<file path="src/rtl/srl16_fifo_ctrl.sv">
// 16-deep FIFO built on per-bit shift-register storage, with valid/ready on both sides.
// Define SRLFIFO_OREG_EN to add a registered output stage (capacity 17, latency 2).
module srl16_fifo_ctrl #(
   parameter int WIDTH    = 8,
   parameter int AF_LEVEL = 14
) (
   input  logic             i_clk,
   input  logic             i_rst,
   input  logic [WIDTH-1:0] i_din,
   input  logic             i_wr_valid,
   output logic             o_wr_ready,
   output logic [WIDTH-1:0] o_dout,
   output logic             o_rd_valid,
   input  logic             i_rd_ready,
   output logic [3:0]       o_srl_a,
   output logic [4:0]       o_count,
   output logic             o_empty,
   output logic             o_full,
   output logic             o_almost_full
);

   localparam logic [4:0] AF_CNT = 5'(AF_LEVEL);

   logic [WIDTH-1:0] r_taps [16];
   logic [4:0]       r_cnt;
   logic             w_push;
   logic             w_srl_pop;
   logic             w_has_data;
   logic [3:0]       w_srl_a;
   logic [WIDTH-1:0] w_srl_dout;

   assign w_has_data = (r_cnt != 5'd0);
   assign w_srl_a    = w_has_data ? 4'(r_cnt - 5'd1) : 4'd0;
   assign w_srl_dout = r_taps[w_srl_a];

   // No dependency on the read side: a full FIFO refuses a push even while popping.
   assign o_wr_ready = !i_rst && (r_cnt < 5'd16);
   assign w_push     = i_wr_valid & o_wr_ready;

   // Storage has no reset, matching the SRL primitive.
   always_ff @(posedge i_clk) begin
      if (w_push) begin
         r_taps[0] <= i_din;
         for (int i = 1; i < 16; i++) begin
            r_taps[i] <= r_taps[i-1];
         end
      end
   end

   always_ff @(posedge i_clk) begin
      if (i_rst) begin
         r_cnt <= 5'd0;
      end else if (w_push && !w_srl_pop) begin
         r_cnt <= r_cnt + 5'd1;
      end else if (!w_push && w_srl_pop) begin
         r_cnt <= r_cnt - 5'd1;
      end
   end

`ifdef SRLFIFO_OREG_EN
   logic             r_oreg_valid;
   logic [WIDTH-1:0] r_oreg_data;
   logic             w_out_pop;

   assign w_out_pop = i_rd_ready & r_oreg_valid;
   // Refill the output stage from the oldest SRL entry whenever it is free or draining.
   assign w_srl_pop = w_has_data & (!r_oreg_valid | w_out_pop);

   always_ff @(posedge i_clk) begin
      if (i_rst) begin
         r_oreg_valid <= 1'b0;
         r_oreg_data  <= '0;
      end else if (w_srl_pop) begin
         r_oreg_valid <= 1'b1;
         r_oreg_data  <= w_srl_dout;
      end else if (w_out_pop) begin
         r_oreg_valid <= 1'b0;
      end
   end

   assign o_rd_valid = r_oreg_valid;
   assign o_dout     = r_oreg_data;
`else
   assign w_srl_pop  = i_rd_ready & w_has_data;
   assign o_rd_valid = w_has_data;
   assign o_dout     = w_srl_dout;
`endif

   assign o_srl_a       = w_srl_a;
   assign o_count       = r_cnt;
   assign o_empty       = (r_cnt == 5'd0);
   assign o_full        = (r_cnt == 5'd16);
   assign o_almost_full = (r_cnt >= AF_CNT);

endmodule

</file>
<file path="config.mk">
export PLATFORM = sky130hd
export DESIGN_NAME = srl16_fifo_ctrl
export DESIGN_NICKNAME = d
export VERILOG_FILES = /design/src/rtl/srl16_fifo_ctrl.sv
export SDC_FILE = /design/constraint.sdc
export NUM_CORES = 1
export LEC_CHECK = 0
export CAP_MARGIN = 20
export CORE_MARGIN = 2
export CORE_UTILIZATION = 45
export CTS_BUF_LIST = sky130_fd_sc_hd__clkbuf_2 sky130_fd_sc_hd__clkbuf_4 sky130_fd_sc_hd__clkbuf_8
export CTS_CLUSTER_SIZE = 8
export DETAILED_ROUTE_END_ITERATION = 12
export PLACE_DENSITY_LB_ADDON = 0.05
export SLEW_MARGIN = 20
export SYNTH_ARGS = -nofsm -noshare
export SYNTH_HDL_FRONTEND = slang
export SYNTH_SLANG_ARGS = --single-unit
</file>
<file path="constraint.sdc">
create_clock -name i_clk -period 5.1 [get_ports i_clk]
set_input_delay 1.02 -clock i_clk [delete_from_list [all_inputs] [get_ports i_clk]]
set_output_delay 1.02 -clock i_clk [all_outputs]
set_load 0.1 [all_outputs]
</file>
---- Word level (Yosys, flattened, before mapping) ----
Memory sizes are Yosys's and may differ from the RTL's.
Cells that the tools add are included.
storage, ports and cells
  register bits after elaboration ......... 5
  logic and storage cells ................. 23
  memories kept ........................... 1
  bits in writable memories ............... 128
memories
  name    words  bits a word  read ports  clocked after Yosys merged registers in  wr ports  RTL line  source
  r_taps  16     8            16          0                                        16        24        logic [WIDTH-1:0] r_taps [16];
operators by class
  reduce and logical (&&, ||, !) cells .... 9
  bitwise gates (word level) .............. 2
  equality and inequality tests ........... 1
  $add $sub $neg .......................... 2
  multiplexer cells ....................... 5
  magnitude comparators ................... 2
operators by type and width
  kind                                                                   number
  5-bit 2-to-1 mux                                                       2
  5-bit by 1-bit adder with 5-bit output, second input constant          1
  5-bit == test, second input constant                                   1
  5-bit by 4-bit >= comparator with 1-bit output, second input constant  1
  5-bit zero test                                                        1
  5-bit less-than comparator, second input constant                      1
  5-bit nonzero test                                                     1
  5-bit by 1-bit subtractor with 5-bit output, second input constant     1
  4-bit 2-to-1 mux                                                       1
  1-bit logical AND                                                      3
  1-bit zero test                                                        3
  1-bit AND                                                              2
  1-bit 2-to-1 mux                                                       2
  2-bit nonzero test                                                     1

---- Logic depth before layout (Yosys ltp) ----
  depth after elaboration ................. 7
  depth in mapped cells ................... 12
  depth with buffers taken out ............ 9

---- Least setup slack after synthesis ----
Ideal clock, no wire load.
  path type ............................... input-to-reg
  start ................................... in i_rst
  end ..................................... reg r_cnt[2], in the netlist o_count[2]
  setup time .............................. 0.070 ns
  cell stages on the path ................. 6
  arrival time ............................ 6.694 ns
  buffers on the path ..................... 1
  setup slack ............................. -1.664 ns
  path through ............................ nor2_1 > and2_1 > ha_1 > clkbuf_1 > or3_1 > a21oi_1
on the way
  cells in the longest elaborated chain, start to end .. 6
  elaborated cells on any way between the ends .. 8
  those cells by class .................... 1 x mux; 1 x bitwise; 6 x reduce/logical
RTL lines
  what                                 RTL line  source
  start: declaration                   8         input logic i_rst,
  1-bit zero test (*)                  37        assign o_wr_ready = !i_rst && (r_cnt < 5'd16);
  1-bit logical AND (*)                37
  1-bit AND (*)                        38        assign w_push = i_wr_valid & o_wr_ready;
  named net w_push                     26        logic w_push;
  1-bit zero test                      55        end else if (!w_push && w_srl_pop) begin
  1-bit logical AND                    55
  2-bit nonzero test (no source line)  --
  end signal: assignment               54        r_cnt <= r_cnt + 5'd1;
  end signal: assignment               56        r_cnt <= r_cnt - 5'd1;
  end: declaration                     25        logic [4:0] r_cnt;
Mark *: on every way through the listed nets, which the timed path passes. The rest lies on a longest branch.
A chain may end at the register's enable or synchronous reset.

---- Final worst setup path ----
  start ................................... reg r_cnt[1], in the netlist o_count[1]
  end ..................................... out o_dout[7]
on the way
  cells in the longest elaborated chain, start to end .. 3
  elaborated cells on any way between the ends .. 4
  those cells by class .................... 1 x add/sub; 1 x mux; 1 x reduce/logical; 1 x memory
RTL lines
  what                                                                                      RTL line  source
  5-bit by 1-bit subtractor with 5-bit output / 5-bit nonzero test (equally long branches)  --
  4-bit 2-to-1 mux (*)                                                                      33        assign w_srl_a = w_has_data ? 4'(r_cnt - 5'd1) : 4'd0;
  memory read 16 x 8 bit (*)                                                                --
  end: declaration                                                                          12        output logic [WIDTH-1:0] o_dout,
Mark *: on every way between the ends. The rest lies on a longest branch, timed or not.

==> impl_metrics.py <==
metrics = {
    "run_status": {
        "status": "finished clean",
    },
    "placed_design": {
        "dp_hpwl_um": 6190,
        "place_congestion": 0.775,
        "io_buffers": 33,
    },
    "clock_tree": {
        "clk_path_buf_depth": 2,
        "clk_pin_slew_ps": 80,
        "cts.root.buffer_cell": "clkbuf_8",
        "cts_resized": 0,
        "numCtsBuffers": 17,
        "insertion_delay_ps": 430,
        "hold_buffers": 0,
        "cts_sinks": 133,
        "cts_setup_buffers": 0,
        "htreeDepth": 4,
        "cts_tree": "built",
    },
    "yosys": {
        "synth_largest_area_cell": "edfxtp_1",
        "syn_area_um2": 5580,
        "syn_area_per_cell_um2": 13.8,
        "synth-compound-area-share_pct": 12.1,
        "synth-seq-cells": 133,
        "yosys.area.top_type_share_pct": 68.8,
        "async_flop_share_pct": 0,
        "yosys-top-cells-area": "edfxtp_1, nor2_1, o21ai_0, mux2_2, dfxtp_1",
        "synth.area.mux_share_pct": 3.43,
        "ys_warn_count": 0,
        "yosys.area_share.adder_pct": 0.672,
        "ys.flop_type": "edfxtp_1",
        "syn_nets": 419,
        "synth_xor_area_share_pct": 0.471,
        "ys_seq_area_share_pct": 70.6,
        "ys_types": 36,
        "synth_edf_count": 128,
        "synth_top_family_by_area": "compound AO/OA/AOI/OAI gates",
        "synthSimpleGateAreaFrac_pct": 9.61,
        "syn_inst": 404,
    },
    "layout": {
        "drive_gt1_share_pct": 16.6,
        "syn_to_final_growth_pct": 18.5,
        "multi_input_comb_area_um2": 1520,
        "fill_cells": 1032,
        "insertedDiodeCount": 0,
        "nets": 448,
        "ff_latch_area_um2": 3950,
    },
    "drt": {
        "drc": 0,
        "wl_per_cell_um": 18.0,
        "drt_iter0_markers": 336,
        "vias": 3315,
        "ant_nets": 0,
        "vias_per_cell": 5.40,
        "first_pass_iters": 4,
        "wl_um": 11000,
    },
    "worst_setup_path": {
        "cp.required_ps": 4080,
        "start_kind": "register",
        "critical-path-slowest-cell": "or4b_4",
        "crit_path_cell_trace": "inv_1 -> ha_1 -> or4b_4 -> inv_6 -> or3_1 -> o21ai_0 -> a221o_1 -> o22ai_2 -> buf_12",
        "cp.arrival_ps": 3250,
        "cp_max_fo": 44,
        "worstSetupPathType": "register to output port",
        "cpPeakStageDelay_ps": 780,
        "critPathTopFamily": "simple AND/OR/NAND/NOR gates",
        "crit_buf_inv": 3,
        "crit_path_end_kind": "output port",
    },
    "global_route": {
        "grt_pass1_vias": 3269,
        "grtUsageTotal_pct": 17.4,
        "grt_max_degree": 129,
        "grt_antenna_before_repair": 0,
        "overflow": 0,
        "grt_pass1_wl_um": 17300,
    },
    "timing": {
        "final_hold_viol_count": 0,
        "fmax_mhz": 234,
        "setup_tns_ps": 0,
        "post-route-min-period_ps": 4270,
        "period_share_pct": 83.6,
        "finalMaxSlewViolations": 0,
        "skew_ps": 14.6,
        "finalSetupViolCount": 0,
        "tightest_slew_ps": 965,
        "slew_headroom_pct": 35.5,
        "rsz0062_at_grt": "no",
    },
    "flow_run": {
        "maxCapViolCount": 0,
    },
    "floorplanning": {
        "die_y_um": 115,
        "die_w_um": 115,
        "die-area_um2": 13300,
        "ios": 34,
        "coreArea_um2": 12100,
        "start_util_pct": 46.3,
        "std_cell_rows": 40,
    },
    "hold_path": {
        "hp-class": "register to register",
    },
}
[placed cells by master (no fill, tap or decap), drive strengths merged, types with 8 or more instances in the layout]
cell type      synthesis  final
a21oi                 13     13
a311oi                 8      8
clkbuf                19     20
o21ai                 26     26
clkdlybuf4s50          0     18
o2bb2ai                8      8
nand4                  9      9
or3                   10     10
buf                   10     21
nand3                  9      9
nor2                  63     63
mux2                   9      9
o22a                   8      8
o22ai                 16     16
edfxtp               128    128
nor3                  12     12
o2111ai                8      8
mux2i                  9      9
a221o                  8      8
[layout make-up]
class | instances | area share (%)
clock buffers | 20 | 3.88
well taps | 168 | 3.18
inverters | 5 | 0.359
repair buffers | 39 | 6.81
flip-flops and latches | 133 | 59.6
clock inverters | 12 | 3.14
multi-input cells | 237 | 23.0
[per-layer routing]
metal / vias to the layer above / GRT usage [%] / part of all wire (%)
met1: 1620 / 23.0 / 47
met3: 8 / 4.69 / 4.0
met5: - / 0 / 0
li1: 1636 / - / -
met4: 0 / 7.39 / 0.88
met2: 51 / 27.2 / 49
[sequential cells by signal, summed over array words and instances (netlist names)]
register and cells:
r_taps 128, o_count 5
[metrics by stage]
stage          hold WS (ps)  instances  instance area [µm²]  utilization, %  setup WS [ps]
6_report                445        614                 6620            54.9            834
3_3_place_gp            421        582                 6150            51.0           1290
5_1_grt                 450        614                 6620            54.9            642
3_5_place_dp            429        582                 6150            51.0           1270
4_1_cts                 441        614                 6620            54.9            822
2_1_floorplan           420        404                 5630               -            268
[worst register-to-register path, stage by stage, from the launching register on]
cell     delay [ps]
dfxtp_1         380
inv_1           100
ha_1            250
or4b_4          780
nand2_1         180
ha_1            280
a41oi_1         170
or3_1           340
a21oi_1         150
[logic make-up (layout without fill, tap and decap cells)]
family | after synthesis | in the layout
muxes | 18 | 18
xor gates and xnor gates | 3 | 3
and+or+nand+nor | 116 | 116
DFF | 133 | 133
buffers and inverters | 34 | 76
AOI/OAI and AO/OA | 97 | 97
adders and majority gates | 3 | 3
[cell usage after synthesis (4+ instances only)]
cell type	count
edfxtp_1	128
mux2_2	9
dfxtp_1	5
mux2i_1	9
o22ai_1	15
nor2_1	63
nor3_1	12
a311oi_1	8
or3_1	10
a221o_1	8
clkbuf_1	19
nand2_1	5
inv_1	4
o2bb2ai_1	8
o22a_1	8
nand4_1	9
a21oi_1	13
o2111ai_1	8
nand3_1	9
o21ai_0	25
[final timing paths]
check,endpoint,cells after the start,startpoint,slack [ps]
min,r_taps[8][6],0,r_taps[7][6],440
min reg2reg,r_taps[8][6],0,r_taps[7][6],440
max,o_dout[7],9,o_count[1],830
max reg2reg,o_count[4],8,o_count[1],2410
Power is left out: the tool's default activity adds up to more than one toggle a clock period on the data nets, which glitch-free logic cannot reach.
